File: src/rtl/syrk_stream_loader_if.sv
// Stream-in / buffer-write bundle for the SYRK input loader.
// The slave side is the loader; the master side feeds words and observes strobes.
interface syrk_stream_loader_if #(
  parameter int DW = 32,
  parameter int AW = 14
);
  logic [DW-1:0] Din;
  logic          din_valid;
  logic          rearm;
  logic [DW-1:0] alpha;
  logic [DW-1:0] beta;
  logic          a_we;
  logic          c_we;
  logic [AW-1:0] wr_addr;
  logic [DW-1:0] wr_data;
  logic          start;
  logic          busy;
  logic          overrun;

  modport master (
    output Din, din_valid, rearm,
    input  alpha, beta, a_we, c_we, wr_addr, wr_data, start, busy, overrun
  );

  modport slave (
    input  Din, din_valid, rearm,
    output alpha, beta, a_we, c_we, wr_addr, wr_data, start, busy, overrun
  );
endinterface

File: src/rtl/syrk_stream_loader.sv
// Deserializes alpha, beta, A and C from the word stream into addressed buffer writes.
// Optional SYRK_LOWER_TRI_EN: store only the lower triangle of C (col <= row).
module syrk_stream_loader #(
  parameter int N  = 100,
  parameter int DW = 32,
  parameter int AW = 14
) (
  input logic                 clk,
  input logic                 rst,
  syrk_stream_loader_if.slave bus
);
  localparam int CW = (N > 1) ? $clog2(N) : 1;

  localparam logic [2:0] S_ALPHA = 3'd0;
  localparam logic [2:0] S_BETA  = 3'd1;
  localparam logic [2:0] S_A     = 3'd2;
  localparam logic [2:0] S_C     = 3'd3;
  localparam logic [2:0] S_DONE  = 3'd4;

  localparam logic [CW-1:0] LAST_IDX = CW'(N - 1);

  logic [2:0]    state_r;
  logic [CW-1:0] col_r;
  logic [CW-1:0] row_r;
  logic [AW-1:0] addr_r;
  logic [DW-1:0] alpha_r;
  logic [DW-1:0] beta_r;
  logic          a_we_r;
  logic          c_we_r;
  logic [AW-1:0] wr_addr_r;
  logic [DW-1:0] wr_data_r;
  logic          start_r;
  logic          busy_r;
  logic          overrun_r;

  logic          last_s;
  logic          c_keep_s;
  logic [CW-1:0] col_nx_s;
  logic [CW-1:0] row_nx_s;
  logic [AW-1:0] addr_nx_s;

  // Raster-order counter advance; addr tracks row*N+col by plain increment.
  always_comb begin
    last_s    = (row_r == LAST_IDX) && (col_r == LAST_IDX);
    addr_nx_s = addr_r + {{(AW-1){1'b0}}, 1'b1};
    if (col_r == LAST_IDX) begin
      col_nx_s = {CW{1'b0}};
      row_nx_s = row_r + {{(CW-1){1'b0}}, 1'b1};
    end else begin
      col_nx_s = col_r + {{(CW-1){1'b0}}, 1'b1};
      row_nx_s = row_r;
    end
  end

  // C is symmetric, so the triangular build drops the strictly-upper words.
  always_comb begin
`ifdef SYRK_LOWER_TRI_EN
    c_keep_s = (col_r <= row_r);
`else
    c_keep_s = 1'b1;
`endif
  end

  // Stream sequencer: scalars, A words, C words, then wait for rearm.
  always_ff @(posedge clk or posedge rst) begin
    if (rst) begin
      state_r   <= S_ALPHA;
      col_r     <= {CW{1'b0}};
      row_r     <= {CW{1'b0}};
      addr_r    <= {AW{1'b0}};
      alpha_r   <= {DW{1'b0}};
      beta_r    <= {DW{1'b0}};
      a_we_r    <= 1'b0;
      c_we_r    <= 1'b0;
      wr_addr_r <= {AW{1'b0}};
      wr_data_r <= {DW{1'b0}};
      start_r   <= 1'b0;
      busy_r    <= 1'b0;
      overrun_r <= 1'b0;
    end else begin
      a_we_r  <= 1'b0;
      c_we_r  <= 1'b0;
      start_r <= 1'b0;
      case (state_r)
        S_ALPHA: begin
          if (bus.din_valid) begin
            alpha_r <= bus.Din;
            busy_r  <= 1'b1;
            state_r <= S_BETA;
          end
        end
        S_BETA: begin
          if (bus.din_valid) begin
            beta_r  <= bus.Din;
            col_r   <= {CW{1'b0}};
            row_r   <= {CW{1'b0}};
            addr_r  <= {AW{1'b0}};
            state_r <= S_A;
          end
        end
        S_A, S_C: begin
          if (bus.din_valid) begin
            wr_addr_r <= addr_r;
            wr_data_r <= bus.Din;
            if (state_r == S_A) begin
              a_we_r <= 1'b1;
            end else begin
              c_we_r <= c_keep_s;
            end
            if (last_s) begin
              col_r  <= {CW{1'b0}};
              row_r  <= {CW{1'b0}};
              addr_r <= {AW{1'b0}};
              if (state_r == S_A) begin
                state_r <= S_C;
              end else begin
                start_r <= 1'b1;
                busy_r  <= 1'b0;
                state_r <= S_DONE;
              end
            end else begin
              col_r  <= col_nx_s;
              row_r  <= row_nx_s;
              addr_r <= addr_nx_s;
            end
          end
        end
        S_DONE: begin
          // A word arriving here is dropped, even alongside rearm.
          if (bus.din_valid) begin
            overrun_r <= 1'b1;
          end
          if (bus.rearm) begin
            state_r <= S_ALPHA;
          end
        end
        default: begin
          state_r <= S_ALPHA;
        end
      endcase
    end
  end

  assign bus.alpha   = alpha_r;
  assign bus.beta    = beta_r;
  assign bus.a_we    = a_we_r;
  assign bus.c_we    = c_we_r;
  assign bus.wr_addr = wr_addr_r;
  assign bus.wr_data = wr_data_r;
  assign bus.start   = start_r;
  assign bus.busy    = busy_r;
  assign bus.overrun = overrun_r;

endmodule
File: src/flat_wrapper.sv
// flat-port wrapper written by rule: the top's interface ports become plain ports
module syrk_stream_loader_flat 
#(
  parameter int N  = 100,
  parameter int DW = 32,
  parameter int AW = 14
)
  (clk, rst, bus_Din, bus_din_valid, bus_rearm, bus_alpha, bus_beta, bus_a_we, bus_c_we, bus_wr_addr, bus_wr_data, bus_start, bus_busy, bus_overrun);
  syrk_stream_loader_if #(.DW(DW), .AW(AW)) bus_i ();
  input logic clk;
  input logic rst;
  input wire logic [$bits(bus_i.Din)-1:0] bus_Din;
  input wire logic [$bits(bus_i.din_valid)-1:0] bus_din_valid;
  input wire logic [$bits(bus_i.rearm)-1:0] bus_rearm;
  output wire logic [$bits(bus_i.alpha)-1:0] bus_alpha;
  output wire logic [$bits(bus_i.beta)-1:0] bus_beta;
  output wire logic [$bits(bus_i.a_we)-1:0] bus_a_we;
  output wire logic [$bits(bus_i.c_we)-1:0] bus_c_we;
  output wire logic [$bits(bus_i.wr_addr)-1:0] bus_wr_addr;
  output wire logic [$bits(bus_i.wr_data)-1:0] bus_wr_data;
  output wire logic [$bits(bus_i.start)-1:0] bus_start;
  output wire logic [$bits(bus_i.busy)-1:0] bus_busy;
  output wire logic [$bits(bus_i.overrun)-1:0] bus_overrun;
  assign bus_i.Din = bus_Din;
  assign bus_i.din_valid = bus_din_valid;
  assign bus_i.rearm = bus_rearm;
  assign bus_alpha = bus_i.alpha;
  assign bus_beta = bus_i.beta;
  assign bus_a_we = bus_i.a_we;
  assign bus_c_we = bus_i.c_we;
  assign bus_wr_addr = bus_i.wr_addr;
  assign bus_wr_data = bus_i.wr_data;
  assign bus_start = bus_i.start;
  assign bus_busy = bus_i.busy;
  assign bus_overrun = bus_i.overrun;
  syrk_stream_loader #(.N(N), .DW(DW), .AW(AW)) u_core (.clk(clk), .rst(rst), .bus(bus_i));
endmodule
File: config.mk
export PLATFORM = sky130hd
export DESIGN_NAME = syrk_stream_loader_flat
export DESIGN_NICKNAME = d
export VERILOG_FILES = /design/src/rtl/syrk_stream_loader_if.sv /design/src/rtl/syrk_stream_loader.sv /design/src/flat_wrapper.sv
export SDC_FILE = /design/constraint.sdc
export NUM_CORES = 1
export LEC_CHECK = 0
export CORE_ASPECT_RATIO = 0.7
export CORE_MARGIN = 5
export CORE_UTILIZATION = 49
export DETAILED_ROUTE_END_ITERATION = 10
export PLACE_DENSITY = 0.8
export SKIP_LAST_GASP = 1
export SLEW_MARGIN = 20
export SYNTH_ARGS = -nofsm -noshare
export SYNTH_HDL_FRONTEND = slang
export SYNTH_SLANG_ARGS = --single-unit
File: constraint.sdc
create_clock -name clk -period 6.16 [get_ports clk]
set_input_delay 1.848 -clock clk [delete_from_list [all_inputs] [get_ports clk]]
set_output_delay 1.848 -clock clk [all_outputs]
set_load 0.02 [all_outputs]
Word-level counts from Yosys, hierarchy flattened
Cells that the tools add are included.
{"block": "word_totals", "register_bits": 146, "latch_bits": 0, "ram_bits": 0, "romBits": 0, "input_bits": 36, "out_inout_bits": 115, "wordCells": 76, "memories": 0}
{"block": "classes", "add_sub_neg": 3, "mul": 0, "div_mod_pow": 0, "magnitude_cmp": 0, "eq_ne": 13, "n_shift": 0, "mux": 34, "n_bitwise": 0, "n_reduce_logical": 13}
{"cell": "2-to-1 mux 7 bit", "count": 7}
{"cell": "2-to-1 mux 14 bit", "count": 3}
{"cell": "one-hot mux 14 bit (2 select lines)", "count": 1}
{"cell": "one-hot mux 7 bit (2 select lines)", "count": 2}
{"cell": "2-to-1 mux 3 bit", "count": 6}
{"cell": "adder 14 x 1 -> 14 bit (second input constant)", "count": 1}
{"cell": "adder 7 x 1 -> 7 bit (second input constant)", "count": 2}
{"cell": "equality test 7 bit (second input constant)", "count": 2}
{"cell": "2-to-1 mux 1 bit", "count": 13}
{"cell": "one-hot mux 3 bit (4 select lines)", "count": 1}
{"cell": "inequality test 2 bit (second input constant)", "count": 5}
{"cell": "AND reduction 5 bit", "count": 2}
{"cell": "AND reduction 2 bit", "count": 4}
{"cell": "equality test 3 x 2 -> 1 bit (second input constant)", "count": 2}
{"cell": "AND reduction 4 bit", "count": 1}
{"cell": "nonzero test 2 bit", "count": 2}
{"cell": "equality test 3 x 1 -> 1 bit (second input constant)", "count": 1}
{"cell": "equality test 3 bit (second input constant)", "count": 1}
{"cell": "zero test 3 bit", "count": 1}
{"cell": "inequality test 3 x 1 -> 1 bit (second input constant)", "count": 1}
{"cell": "AND reduction 3 bit", "count": 1}
{"cell": "inequality test 2 x 1 -> 1 bit (second input constant)", "count": 1}
{"cell": "one-hot mux 1 bit (2 select lines)", "count": 1}
{"cell": "OR reduction 2 bit", "count": 1}
{"cell": "logical AND 1 bit", "count": 1}

Depth between registers and ports, before layout
Gate-level depths: netlist (run 1).
{"block": "depth", "ltp_word": 5, "ltp_mapped": 7, "depth_no_buf": 5}

Least setup slack after synthesis (run 1)
No wires, ideal clock.
{"block": "synth_timing", "kind": "input -> register", "from": "in bus_din_valid", "to": "reg u_core.addr_r[11]", "setup_ns": 0.078, "arrival_time_ns": 3.174, "required_ns": 6.082, "path_slack_ns": 2.908, "stages": 6, "path_buffers": 2, "cell_sequence": "buf_2 -> nand2b_4 -> or3_1 -> buf_2 -> or4_1 -> a21oi_1"}
{"block": "synth_via", "elab_chain_len": 2, "word_cells_on_any_way": 3, "cone_classes": "eq/ne: 2; reduce/logical: 1"}
{"item": "from (decl)", "line": "flat_wrapper.sv:13", "rtl": "input wire logic [$bits(bus_i.din_valid)-1:0] bus_din_valid;"}
{"item": "inequality test 2 bit (no line)"}
{"item": "AND reduction 3 bit (no line) (*)"}
{"item": "to (signal assigned)", "line": "syrk_stream_loader.sv:70", "rtl": "addr_r <= {AW{1'b0}};"}
{"item": "to (signal assigned)", "line": "syrk_stream_loader.sv:97", "rtl": "addr_r <= {AW{1'b0}};"}
{"item": "to (signal assigned)", "line": "syrk_stream_loader.sv:113", "rtl": "addr_r <= {AW{1'b0}};"}
{"item": "to (decl)", "line": "syrk_stream_loader.sv:25", "rtl": "logic [AW-1:0] addr_r;"}
Every way passes the cells marked *; elsewhere a longest branch is shown, timed or not.
A chain may end at the register's enable or synchronous reset.

Worst setup path in the final report (run 1)
{"block": "layout_timing", "from": "in bus_din_valid", "to": "reg u_core.row_r[4]"}
{"block": "layout_via", "elab_chain_len": 2, "word_cells_on_any_way": 3, "cone_classes": "eq/ne: 2; reduce/logical: 1"}
{"item": "inequality test 2 bit (no line)"}
{"item": "AND reduction 4 bit (no line) (*)"}
{"item": "to (signal assigned)", "line": "syrk_stream_loader.sv:69", "rtl": "row_r <= {CW{1'b0}};"}
{"item": "to (signal assigned)", "line": "syrk_stream_loader.sv:96", "rtl": "row_r <= {CW{1'b0}};"}
{"item": "to (signal assigned)", "line": "syrk_stream_loader.sv:112", "rtl": "row_r <= {CW{1'b0}};"}
{"item": "to (decl)", "line": "syrk_stream_loader.sv:24", "rtl": "logic [CW-1:0] row_r;"}
Marked as above.

==> results.md, run 1 <==
- Commonest non-fill, non-tap cell in the layout: clkdlybuf4s50_1
- P_int: around 2.3 mW
- Outcome: finished, final reports clean
- RSZ-0062 raised after global routing: false
- Crit path max-delay cell type: and3b_2
- Net switching power: between 1 and 1.5 mW
- Max Cap Violations: 0
- Tmin final: 4.15 ns
- Yosys warning count: 0
- CTS resizes: 0
- Post-CTS Setup Bufs: 0
- Data arrival, critical path: 4.46 ns
- Nets: roughly 700
- Fill cell count: between 800 and 900
- Worst Reg-to-Reg Cells: 4
- Cell count after synthesis: between 500 and 600
- Clock transition at the registers of the reported paths: about 0.06 ns
- Sw Ratio: between 30% and 40%
- Worst setup startpoint: bus_din_valid
- Initial antenna violation count: 0
- Slew margin rel.: roughly a third
- Setup CP Type: in -> reg
- Tot GR Track Use: between 20 and 25%
- Primary FF master, synth: dfrtp_1
- Final hold vios: 0
- First-pass GRT wire length: between 20 and 30 mm
- Synth Cell Area: 5980 sq um
- Cts hold-fix bufs: 0
- Overflow after GRT: 0
- Row cnt: 33
- CP Capture Type: flop
- Clock Sinks: ~150
- Fin Setup TNS: 0 ns
- WL/cell: roughly 19 um
- Critical path cell sequence: clkdlybuf4s50_1 -> and3b_2 -> a31o_2 -> nand3_1 -> o31ai_1
- Initial core utilization: around 50%
- Synthesized flop and latch total: around 150
- CTS tree: done
- Hold Path Class: reg -> reg
- Syn_area_per_cell: between 10 and 15 sq um
- Vias in the first global route: ~4,800
- Number of remaining DRC errors: 0
- Synth async-reset ratio: between 90% and 100%
- Layout cell share with drive strength beyond 1: approximately 16%
- R2R Setup Slk: between 3 and 4 ns
- Drt pass-1 iters: 5
- Distinct cells, synth: 50
- IO buf count: 150
- Combinational power share: 29.9%
- Most frequent cells in the layout: clkdlybuf4s50_1, nand2_1, dfrtp_1
- Die area: approximately 15,000 sq um
- # setup viols final: 0
- Worst Tran Pin Value: between 1 and 1.5 ns
- Flop pwr share: 40.8%
- Post-Layout Cell Count: 847
- Period utilisation layout: between 60% and 70%
- Core area: 11,800 sq um
- CTS max path bufs: 2
- Worst r2r src: u_core.state_r[1]
- Pwr Density: 416 nW/um^2
- Maximum vdd drop: roughly 0.24 mV
- Worst r2r dst: u_core.col_r[5]
- Final WL: approximately 16 mm
- DP HPWL: ~11 mm
- EDFF count, synth: 0
- Vias per cell: 5.50
- Vias: 4,659
- Final ANT Viol Nets: 0
- CP endpoint: u_core.row_r[4]
- Max Freq: 241 MHz
- Crit path largest cell delay: ~0.96 ns
- Inst Count DP: slightly above 800
- Max-slew violation count: 0
- Crit path max fanout: 48
- Ant. Diodes: 0
- Root buffer cell: clkbuf_16
- Critical path required time: roughly 6.5 ns
- Num CTS Buffers: 17
- Share of the yosys chip area belonging to registers: 61.1%
- Later-pin clock latency in the skew report: 0.42 ns
- Post-Synthesis Net Count: 570
- Largest net degree at the start of global routing: 115
- 1st-iter DRT viols: ~420
- Die H: about 100 um
- Number of H-tree levels: 4
- Lkg Pwr: around 3.6 nW
- Critical path launch point type: primary input
- Area delta synth->final: 37.2%
- Die X: 142 um
- Clk_skew: between 0.006 and 0.007 ns
- Io pins: between 150 and 200
- GPL Wtd Cong: about 0.81
- Clock power frac: between 20% and 30%
[Yosys cell counts (all sizes together), types with 3 or more instances]
cell    instances  area, sq um
nand2b          3         26.3
nor2b           4         25.0
a31oi           3         18.8
or2             3         18.8
o31ai           6         45.0
or4             3         22.5
nand2         148          556
nor2           13         48.8
a21oi           9         48.8
xnor2           6         52.6
nand3          13         65.1
inv             9         33.8
a21o            3         22.5
nand4          10         62.6
and3            3         18.8
dfrtp         146         3650
buf            14         73.8
o21ai          14         70.1
nor3            8         40.0
nor4b           3         32.5
nor4            3         18.8
mux2           65          732
or3             3         18.8
clkbuf         14         52.6
ha              3         37.5
[sequential cells by signal (all words and copies together), names as in the netlist]
signal              flops
u_core.addr_r          14
u_core.bus.wr_data     32
u_core.bus.wr_addr     14
u_core.row_r            7
u_core.state_r          3
u_core.bus.c_we         1
u_core.bus.overrun      1
u_core.bus.start        1
u_core.bus.alpha       32
u_core.bus.beta        32
u_core.bus.busy         1
u_core.col_r            7
u_core.bus.a_we         1
[cell families (layout without fill, tap and decap cells)]
group                      count (synthesis)  after routing  synth area share, %
adders and majority gates                  3              3                0.628
muxes                                     66             66                 12.4
AOI/OAI and AO/OA                         45             45                 4.81
DFF                                      146            146                 61.1
buffers and inverters                     37            196                 2.68
and+or+nand+nor                          227            227                 17.3
xor gates and xnor gates                   7              7                 1.03
[per-stage QoR]
stage / area, sq um / util, % / setup slack, ns / hold slack, ns / total power [mW]
floorplan: 5980 / - / 0.389 / 0.453 / 1.88
global placement: 7610 / 64.4 / 1.75 / 0.457 / 2.39
detailed placement: 7610 / 64.4 / 1.56 / 0.465 / 2.43
CTS: 8180 / 69.3 / 2.03 / 0.482 / 3.43
global route: 8200 / 69.5 / 1.92 / 0.501 / 3.57
finish: 8200 / 69.5 / 2.01 / 0.473 / 3.41
[critical path: cells and delay by family]
kind	cells	cell delay, ns
AOI/OAI and AO/OA	2	0.72
buffers and inverters	1	0.75
and+or+nand+nor	2	1.14
[power groups by stage]
stage / clock network (mW) / logic (mW) / registers [mW]
floorplan: 0 / 0.281 / 1.60
global placement: 0 / 1.00 / 1.39
detailed placement: 0 / 1.03 / 1.40
CTS: 1.01 / 1.03 / 1.39
global route: 1.06 / 1.09 / 1.42
finish: 0.998 / 1.02 / 1.39
[worst min path at each step]
stage                                 startpoint  slack (ns)  depth (start not counted)                     end
after global placement    u_core.bus.wr_data[28]        0.46                          2  u_core.bus.wr_data[28]
after detailed placement      u_core.bus.overrun        0.47                          1      u_core.bus.overrun
after floorplan                u_core.addr_r[13]        0.45                          2  u_core.bus.wr_addr[13]
after CTS                  u_core.bus.wr_addr[3]        0.48                          2   u_core.bus.wr_addr[3]
final                      u_core.bus.wr_addr[3]        0.47                          2   u_core.bus.wr_addr[3]
after global routing      u_core.bus.wr_data[15]        0.50                          2  u_core.bus.wr_data[15]
[metal layers]
layer  up-vias  part of all wire (%)  track usage (%)
li1       2114                     -                -
met1      2340                    43             29.0
met2       184                    47             35.4
met3        21                   8.5             7.81
met4         0                   1.3             6.78
met5         -                     0                0
[area by class of cell]
class,instances,area (sq um),area share (%)
inverters,9,41.3,0.503
clock buffers,17,425,5.19
flip-flops and latches,146,3650,44.5
well taps,157,196,2.40
clock inverters,15,148,1.80
repair buffers,155,1540,18.8
multi-input cells,348,2190,26.8
No activity file was read; power rests on OpenSTA's default activity.
==> run 2: changes to the inputs <==
==> constraint.sdc (replaced) <==
create_clock -name clk -period 4.2 [get_ports clk]
set_input_delay 1.26 -clock clk [delete_from_list [all_inputs] [get_ports clk]]
set_output_delay 1.26 -clock clk [all_outputs]
set_load 0.02 [all_outputs]
==> run 2 against run 1 <==
Compared with the run above: non-clock buffer count is 3 higher; register-to-register slack worse by 1.9 ns; final area is 0.14% higher; global-route usage is 0.30 points higher; count of clock-buffer cells in the layout is 2 higher; flip-flop and latch count stayed put; first-iteration DRC count is 37% lower; final cell count is 0.35% higher; combinational power is 48% higher; worst hold slack better by 0.0047 ns; sequential power is 46% higher; critical endpoint is now u_core.row_r[2]; largest cell class unchanged.
==> results.md, run 2 (synthesis results as in run 1) <==
- Area delta synth->final: 37.4% (was 37.2%)
- Io pins: 151 (unchanged)
- Final WL: 15.8 mm (about the same)
- 1st-iter DRT viols: 267 (was 424)
- # setup viols final: 0 (unchanged)
- Overall power: 4.98 mW (was 3.41 mW)
- CP Capture Type: flop (unchanged)
- Lkg Pwr: 3.62 nW (about the same)
- Overflow after GRT: 0 (unchanged)
- Crit path max fanout: 14 (was 48)
- Nets: 719 (was 716)
- Die H: 102 um (unchanged)
- Drt pass-1 iters: 4 (was 5)
- Initial antenna violation count: 0 (unchanged)
- Fill cell count: 875 (was 853)
- Commonest non-fill, non-tap cell in the layout: clkdlybuf4s50_1 (unchanged)
- Crit path largest cell delay: 0.77 ns (was 0.96 ns)
- Fin Setup TNS: 0 ns (unchanged)
- Pwr Density: 606 nW/um^2 (was 416 nW/um^2)
- Crit path max-delay cell type: nor4bb_4 (was and3b_2)
- Largest delay contributor family on the critical path: buffers and inverters (was simple AND/OR/NAND/NOR gates)
- Initial core utilization: 50.6% (unchanged)
- Die area: 14,500 sq um (unchanged)
- Most frequent cells in the layout: clkdlybuf4s50_1, nand2_1, dfrtp_1 (unchanged)
- DP HPWL: 10.9 mm (was 10.7 mm)
- Critical path cell sequence: clkdlybuf4s50_1 -> nor4bb_4 -> buf_4 -> a31oi_1 -> o21ai_0 -> o21ai_0 (was clkdlybuf4s50_1 -> and3b_2 -> a31o_2 -> nand3_1 -> o31ai_1)
- Ant. Diodes: 0 (unchanged)
- GPL Wtd Cong: 0.812 (was 0.810)
- Clock Sinks: 146 (unchanged)
- Tot GR Track Use: 22.5% (was 22.2%)
- Outcome: finished, final reports clean (unchanged)
- Data arrival, critical path: 3.70 ns (was 4.46 ns)
- IO buf count: 150 (unchanged)
- Row cnt: 33 (unchanged)
- First-pass GRT wire length: 25.6 mm (was 25.2 mm)
- Hold Path Class: reg -> reg (unchanged)
- Cts hold-fix bufs: 0 (unchanged)
- Setup CP Type: in -> reg (unchanged)
- Clk_skew: 0.00973 ns (was 0.00646 ns)
- Core area: 11,800 sq um (unchanged)
- Max-slew violation count: 0 (unchanged)
- Layout cell share with drive strength beyond 1: 16.5% (was 16.4%)
- Min Hold Slack: 0.478 ns (was 0.473 ns)
- Later-pin clock latency in the skew report: 0.42 ns (about the same)
- Critical path launch point type: primary input (unchanged)
- Post-CTS Setup Bufs: 0 (unchanged)
- Worst Tran Pin Value: 0.921 ns (was 1.01 ns)
- Period utilisation layout: about four fifths
- Tmin final: roughly 3.4 ns
- Cell mode on critical path: o21ai_0
- CP bufs+invs: 2 (was 1)
- Root buffer cell: clkbuf_16 (unchanged)
- Maximum vdd drop: 0.345 mV (was 0.245 mV)
- CTS tree: done (unchanged)
- WL/cell: 18.6 um (about the same)
- Final ANT Viol Nets: 0 (unchanged)
- Num CTS Buffers: 17 (unchanged)
- RSZ-0062 raised after global routing: false (unchanged)
- Largest net degree at the start of global routing: 86 (was 115)
- Die X: 142 um (unchanged)
- CTS resizes: 0 (unchanged)
- Slew margin rel.: 38.4% (was 32.8%)
- Max Freq: a little under 300 MHz
- Clock transition at the registers of the reported paths: 0.06 ns (about the same)
- Number of H-tree levels: 4 (unchanged)
- Number of remaining DRC errors: 0 (unchanged)
- CTS max path bufs: 2 (unchanged)
- Max Cap Violations: 0 (unchanged)
- Vias in the first global route: 4,789 (was 4,841)
- Vias per cell: 5.40 (was 5.50)
- Vias: 4,589 (was 4,659)
- Final hold vios: 0 (unchanged)
- Critical path required time: 4.47 ns (was 6.47 ns)
run 2: cell types whose count changed in the layout (fill, tap and decap cells not counted), sizes merged:
cell | previous run | this run
buf | 5 | 8
inv | 16 | 12
clkinvlp | 4 | 5
clkinv | 3 | 4
clkbuf | 17 | 19
run 2: routing by layer:
layer	vias to the layer above	wire, um	track usage (%)
met1	2269	6520	29.0
met5	-	0	0
met2	181	7490	36.0
li1	2113	-	-
met3	26	1500	7.95
met4	0	289	7.60
run 2: tightest hold or removal path, cell delays in order, from the launching register on:
cell and delay (ns):
dfrtp_1 0.34, nand2_1 0.05, nand2_1 0.06
run 2: stage by stage:
step / cells / setup slack (ns) / utilization, % / cell area [sq um]
6_report: 850 / 0.771 / 69.5 / 8210
5_1_grt: 850 / 0.711 / 69.5 / 8210
4_1_cts: 850 / 0.838 / 69.5 / 8210
3_5_place_dp: 818 / 0.445 / 64.8 / 7650
3_3_place_gp: 818 / 0.647 / 64.8 / 7650
2_1_floorplan: 531 / 1.11 / - / 5980
run 2: path summary, 6_finish.rpt:
kind                                             from                     end  slack, ns  cells after the start
min in group asynchronous                         rst     u_core.bus.alpha[3]       1.19                      2
worst min-delay path            u_core.bus.wr_data[6]   u_core.bus.wr_data[6]       0.48                      2
worst max-delay path                    bus_din_valid         u_core.row_r[2]       0.77                      6
max in group asynchronous                         rst  u_core.bus.wr_addr[13]       2.12                      3
worst min register to register  u_core.bus.wr_data[6]   u_core.bus.wr_data[6]       0.48                      2
worst max register to register        u_core.col_r[2]       u_core.addr_r[12]       1.66                      4
run 2: layout make-up:
| type | instances | area, sq um | share of cell area [%] |
|---|---|---|---|
| sequential | 146 | 3650 | 44.5 |
| multi-input combinational | 348 | 2190 | 26.7 |
| timing repair buffer | 158 | 1570 | 19.2 |
| clock buffer | 19 | 433 | 5.27 |
| tap | 157 | 196 | 2.39 |
| clock inverter | 13 | 129 | 1.57 |
| inverter | 9 | 37.5 | 0.457 |
run 2: power breakdown:
group | internal, mW | switching [mW] | total [mW]
Sequential | 1.76 | 0.269 | 2.03
Combinational | 0.767 | 0.738 | 1.51
Clock | 0.826 | 0.617 | 1.44
Total | 3.35 | 1.62 | 4.98
==> run 3: changes to the inputs <==
==> constraint.sdc (replaced) <==
create_clock -name clk -period 3.35 [get_ports clk]
set_input_delay 1.005 -clock clk [delete_from_list [all_inputs] [get_ports clk]]
set_output_delay 1.005 -clock clk [all_outputs]
set_load 0.02 [all_outputs]
==> run 3 against run 2 <==
Compared with the run above: wire length barely moved; critical endpoint is now u_core.addr_r[12]; final cell count grew 0.24%; largest power group unchanged; final area is 1.3% higher; sequential share of layout area down 0.56 points; utilization up 0.88 points; non-clock buffer count is 3 higher; worst setup slack got worse by 0.058 ns; die area unchanged; total power grew 28%; register-to-register slack worse by 0.95 ns.
==> results.md, run 3 (synthesis results as in run 1) <==
- Outcome: finished, final reports clean (unchanged)
- Placed inst area: 7710 sq um (was 7650 sq um)
- Data arrival, critical path: 2.89 ns (was 3.70 ns)
- Io pins: 151 (unchanged)
- Clock Sinks: 146 (unchanged)
- Largest delay contributor family on the critical path: simple AND/OR/NAND/NOR gates (was buffers and inverters)
- Post-Layout Cell Count: 852 (was 850)
- Ant. Diodes: 0 (unchanged)
- 1st-iter DRT viols: 250 (was 267)
- Layout cell share with drive strength beyond 1: 17.0% (was 16.5%)
- Crit path max fanout: 11 (was 14)
- Clk_skew: 0.00481 ns (was 0.00973 ns)
- Tmin final: about 2.6 ns
- Post-CTS Setup Bufs: 0 (unchanged)
- Number of H-tree levels: 4 (unchanged)
- Critical path cell sequence: nor4b_2 -> nand4_1 -> nand2_1 -> o311ai_0 (was clkdlybuf4s50_1 -> nor4bb_4 -> buf_4 -> a31oi_1 -> o21ai_0 -> o21ai_0)
- Most frequent cells in the layout: clkdlybuf4s50_1, nand2_1, dfrtp_1 (unchanged)
- Number of remaining DRC errors: 0 (unchanged)
- Net switching power: 2.03 mW (was 1.62 mW)
- Max Cap Violations: 0 (unchanged)
- Tot GR Track Use: 22.7% (was 22.5%)
- Max Freq: roughly 380 MHz
- Fin area: 8320 sq um (was 8210 sq um)
- Core area: 11,800 sq um (unchanged)
- Combinational power share: 29.6% (was 30.2%)
- Initial core utilization: 50.6% (unchanged)
- First-pass GRT wire length: 25.6 mm (about the same)
- CP bufs+invs: 0 (was 2)
- Root buffer cell: clkbuf_16 (unchanged)
- Clock transition at the registers of the reported paths: 0.06 ns (about the same)
- # setup viols final: 0 (unchanged)
- Max-slew violation count: 0 (unchanged)
- Hold Path Class: reg -> reg (unchanged)
- Commonest non-fill, non-tap cell in the layout: clkdlybuf4s50_1 (unchanged)
- Slew margin rel.: 40.2% (was 38.4%)
- Area delta synth->final: 39.1% (was 37.4%)
- Worst Tran Pin Value: 0.894 ns (was 0.921 ns)
- Crit path largest cell delay: 0.67 ns (was 0.77 ns)
- Die area: 14,500 sq um (unchanged)
- Clock power frac: 30.5% (was 29.0%)
- Inst Count DP: 821 (was 818)
- Nets: 722 (was 719)
- Overflow after GRT: 0 (unchanged)
- Overall power: 6.39 mW (was 4.98 mW)
- CTS max path bufs: 2 (unchanged)
- Cts hold-fix bufs: 0 (unchanged)
- WL/cell: 18.6 um (about the same)
- Flop pwr share: 39.9% (was 40.8%)
- Num CTS Buffers: 17 (unchanged)
- IO buf count: 150 (unchanged)
- Setup CP Type: reg -> reg (was in -> reg)
- CTS resizes: 0 (unchanged)
- Maximum vdd drop: 0.410 mV (was 0.345 mV)
- Initial antenna violation count: 0 (unchanged)
- DP HPWL: 10.7 mm (was 10.9 mm)
- Vias per cell: 5.45 (was 5.40)
- Fill cell count: 845 (was 875)
- CP Capture Type: flop (unchanged)
- P_int: 4.36 mW (was 3.35 mW)
- Lkg Pwr: 3.67 nW (was 3.62 nW)
- CTS tree: done (unchanged)
- Vias in the first global route: 4,829 (was 4,789)
- Later-pin clock latency in the skew report: 0.41 ns (was 0.42 ns)
- Die H: 102 um (unchanged)
- Final hold vios: 0 (unchanged)
- GPL Wtd Cong: 0.779 (was 0.812)
- Fin Setup TNS: 0 ns (unchanged)
- Period utilisation layout: between 70% and 80%
- Die X: 142 um (unchanged)
- Largest net degree at the start of global routing: 70 (was 86)
- Row cnt: 33 (unchanged)
- Crit path max-delay cell type: nand4_1 (was nor4bb_4)
- Sw Ratio: 31.8% (was 32.6%)
- Critical path required time: 3.60 ns (was 4.47 ns)
- RSZ-0062 raised after global routing: false (unchanged)
- Drt pass-1 iters: 4 (unchanged)
- Final ANT Viol Nets: 0 (unchanged)
- Vias: 4,643 (was 4,589)
- Critical path launch point type: flop (was primary input)
- R2R Setup Slk: 0.71 ns (was 1.66 ns)
- Final WL: 15.8 mm (about the same)
- Pwr Density: 768 nW/um^2 (was 606 nW/um^2)
==> run 3: cell count changes in the layout (fill, tap and decap cells not counted) <==
cell and change:
buf_12 +3, inv_6 +1, clkbuf_1 -2, clkinv_4 -2, bufinv_16 +2
==> run 3: path summary, 6_finish.rpt <==
| kind | from | endpoint | cells past startpoint |
|---|---|---|---|
| hold reg to reg | u_core.bus.overrun | u_core.bus.overrun | 1 |
| setup / recovery | u_core.col_r[2] | u_core.addr_r[12] | 4 |
| setup reg to reg | u_core.col_r[2] | u_core.addr_r[12] | 4 |
| max in group asynchronous | rst | u_core.bus.alpha[21] | 3 |
| hold / removal | u_core.bus.overrun | u_core.bus.overrun | 1 |
| min in group asynchronous | rst | u_core.bus.alpha[10] | 2 |
==> run 3: metrics by stage <==
stage	util (%)	hold WS (ns)	worst slack, ns
after floorplan	-	0.453	0.512
final	70.4	0.475	0.713
after global routing	70.4	0.502	0.616
after CTS	70.4	0.479	0.764
after detailed placement	65.3	0.461	0.363
after global placement	65.3	0.457	0.405
==> run 3: cell type report <==
| type | instances | area (sq um) | area share (%) |
|---|---|---|---|
| clock buffer | 17 | 425 | 5.12 |
| clock inverter | 14 | 180 | 2.17 |
| inverter | 9 | 37.5 | 0.451 |
| multi-input combinational | 348 | 2190 | 26.3 |
| sequential | 146 | 3650 | 43.9 |
| tap | 157 | 196 | 2.36 |
| timing repair buffer | 161 | 1630 | 19.6 |
==> run 3: worst register-to-register path, delay by kind of cell, from the launching register on <==
| family | cells | cell delay (ns) |
|---|---|---|
| flops | 1 | 0.45 |
| compound gates | 1 | 0.22 |
| simple gates | 3 | 1.80 |
==> run 3: power by group through the flow <==
stage               Clock, mW  Sequential [mW]  Combinational [mW]
floorplan                   0             2.94               0.518
global placement            0             2.53                1.86
detailed placement          0             2.56                1.90
CTS                      1.97             2.55                1.92
global route             2.06             2.61                2.03
finish                   1.95             2.55                1.89
==> run 3: routing by layer <==
metal	GRT usage, %	up-vias	wire length, um
li1	-	2123	-
met1	28.9	2307	6510
met2	36.9	196	7680
met3	7.53	17	1450
met4	7.74	0	171
met5	0	-	0
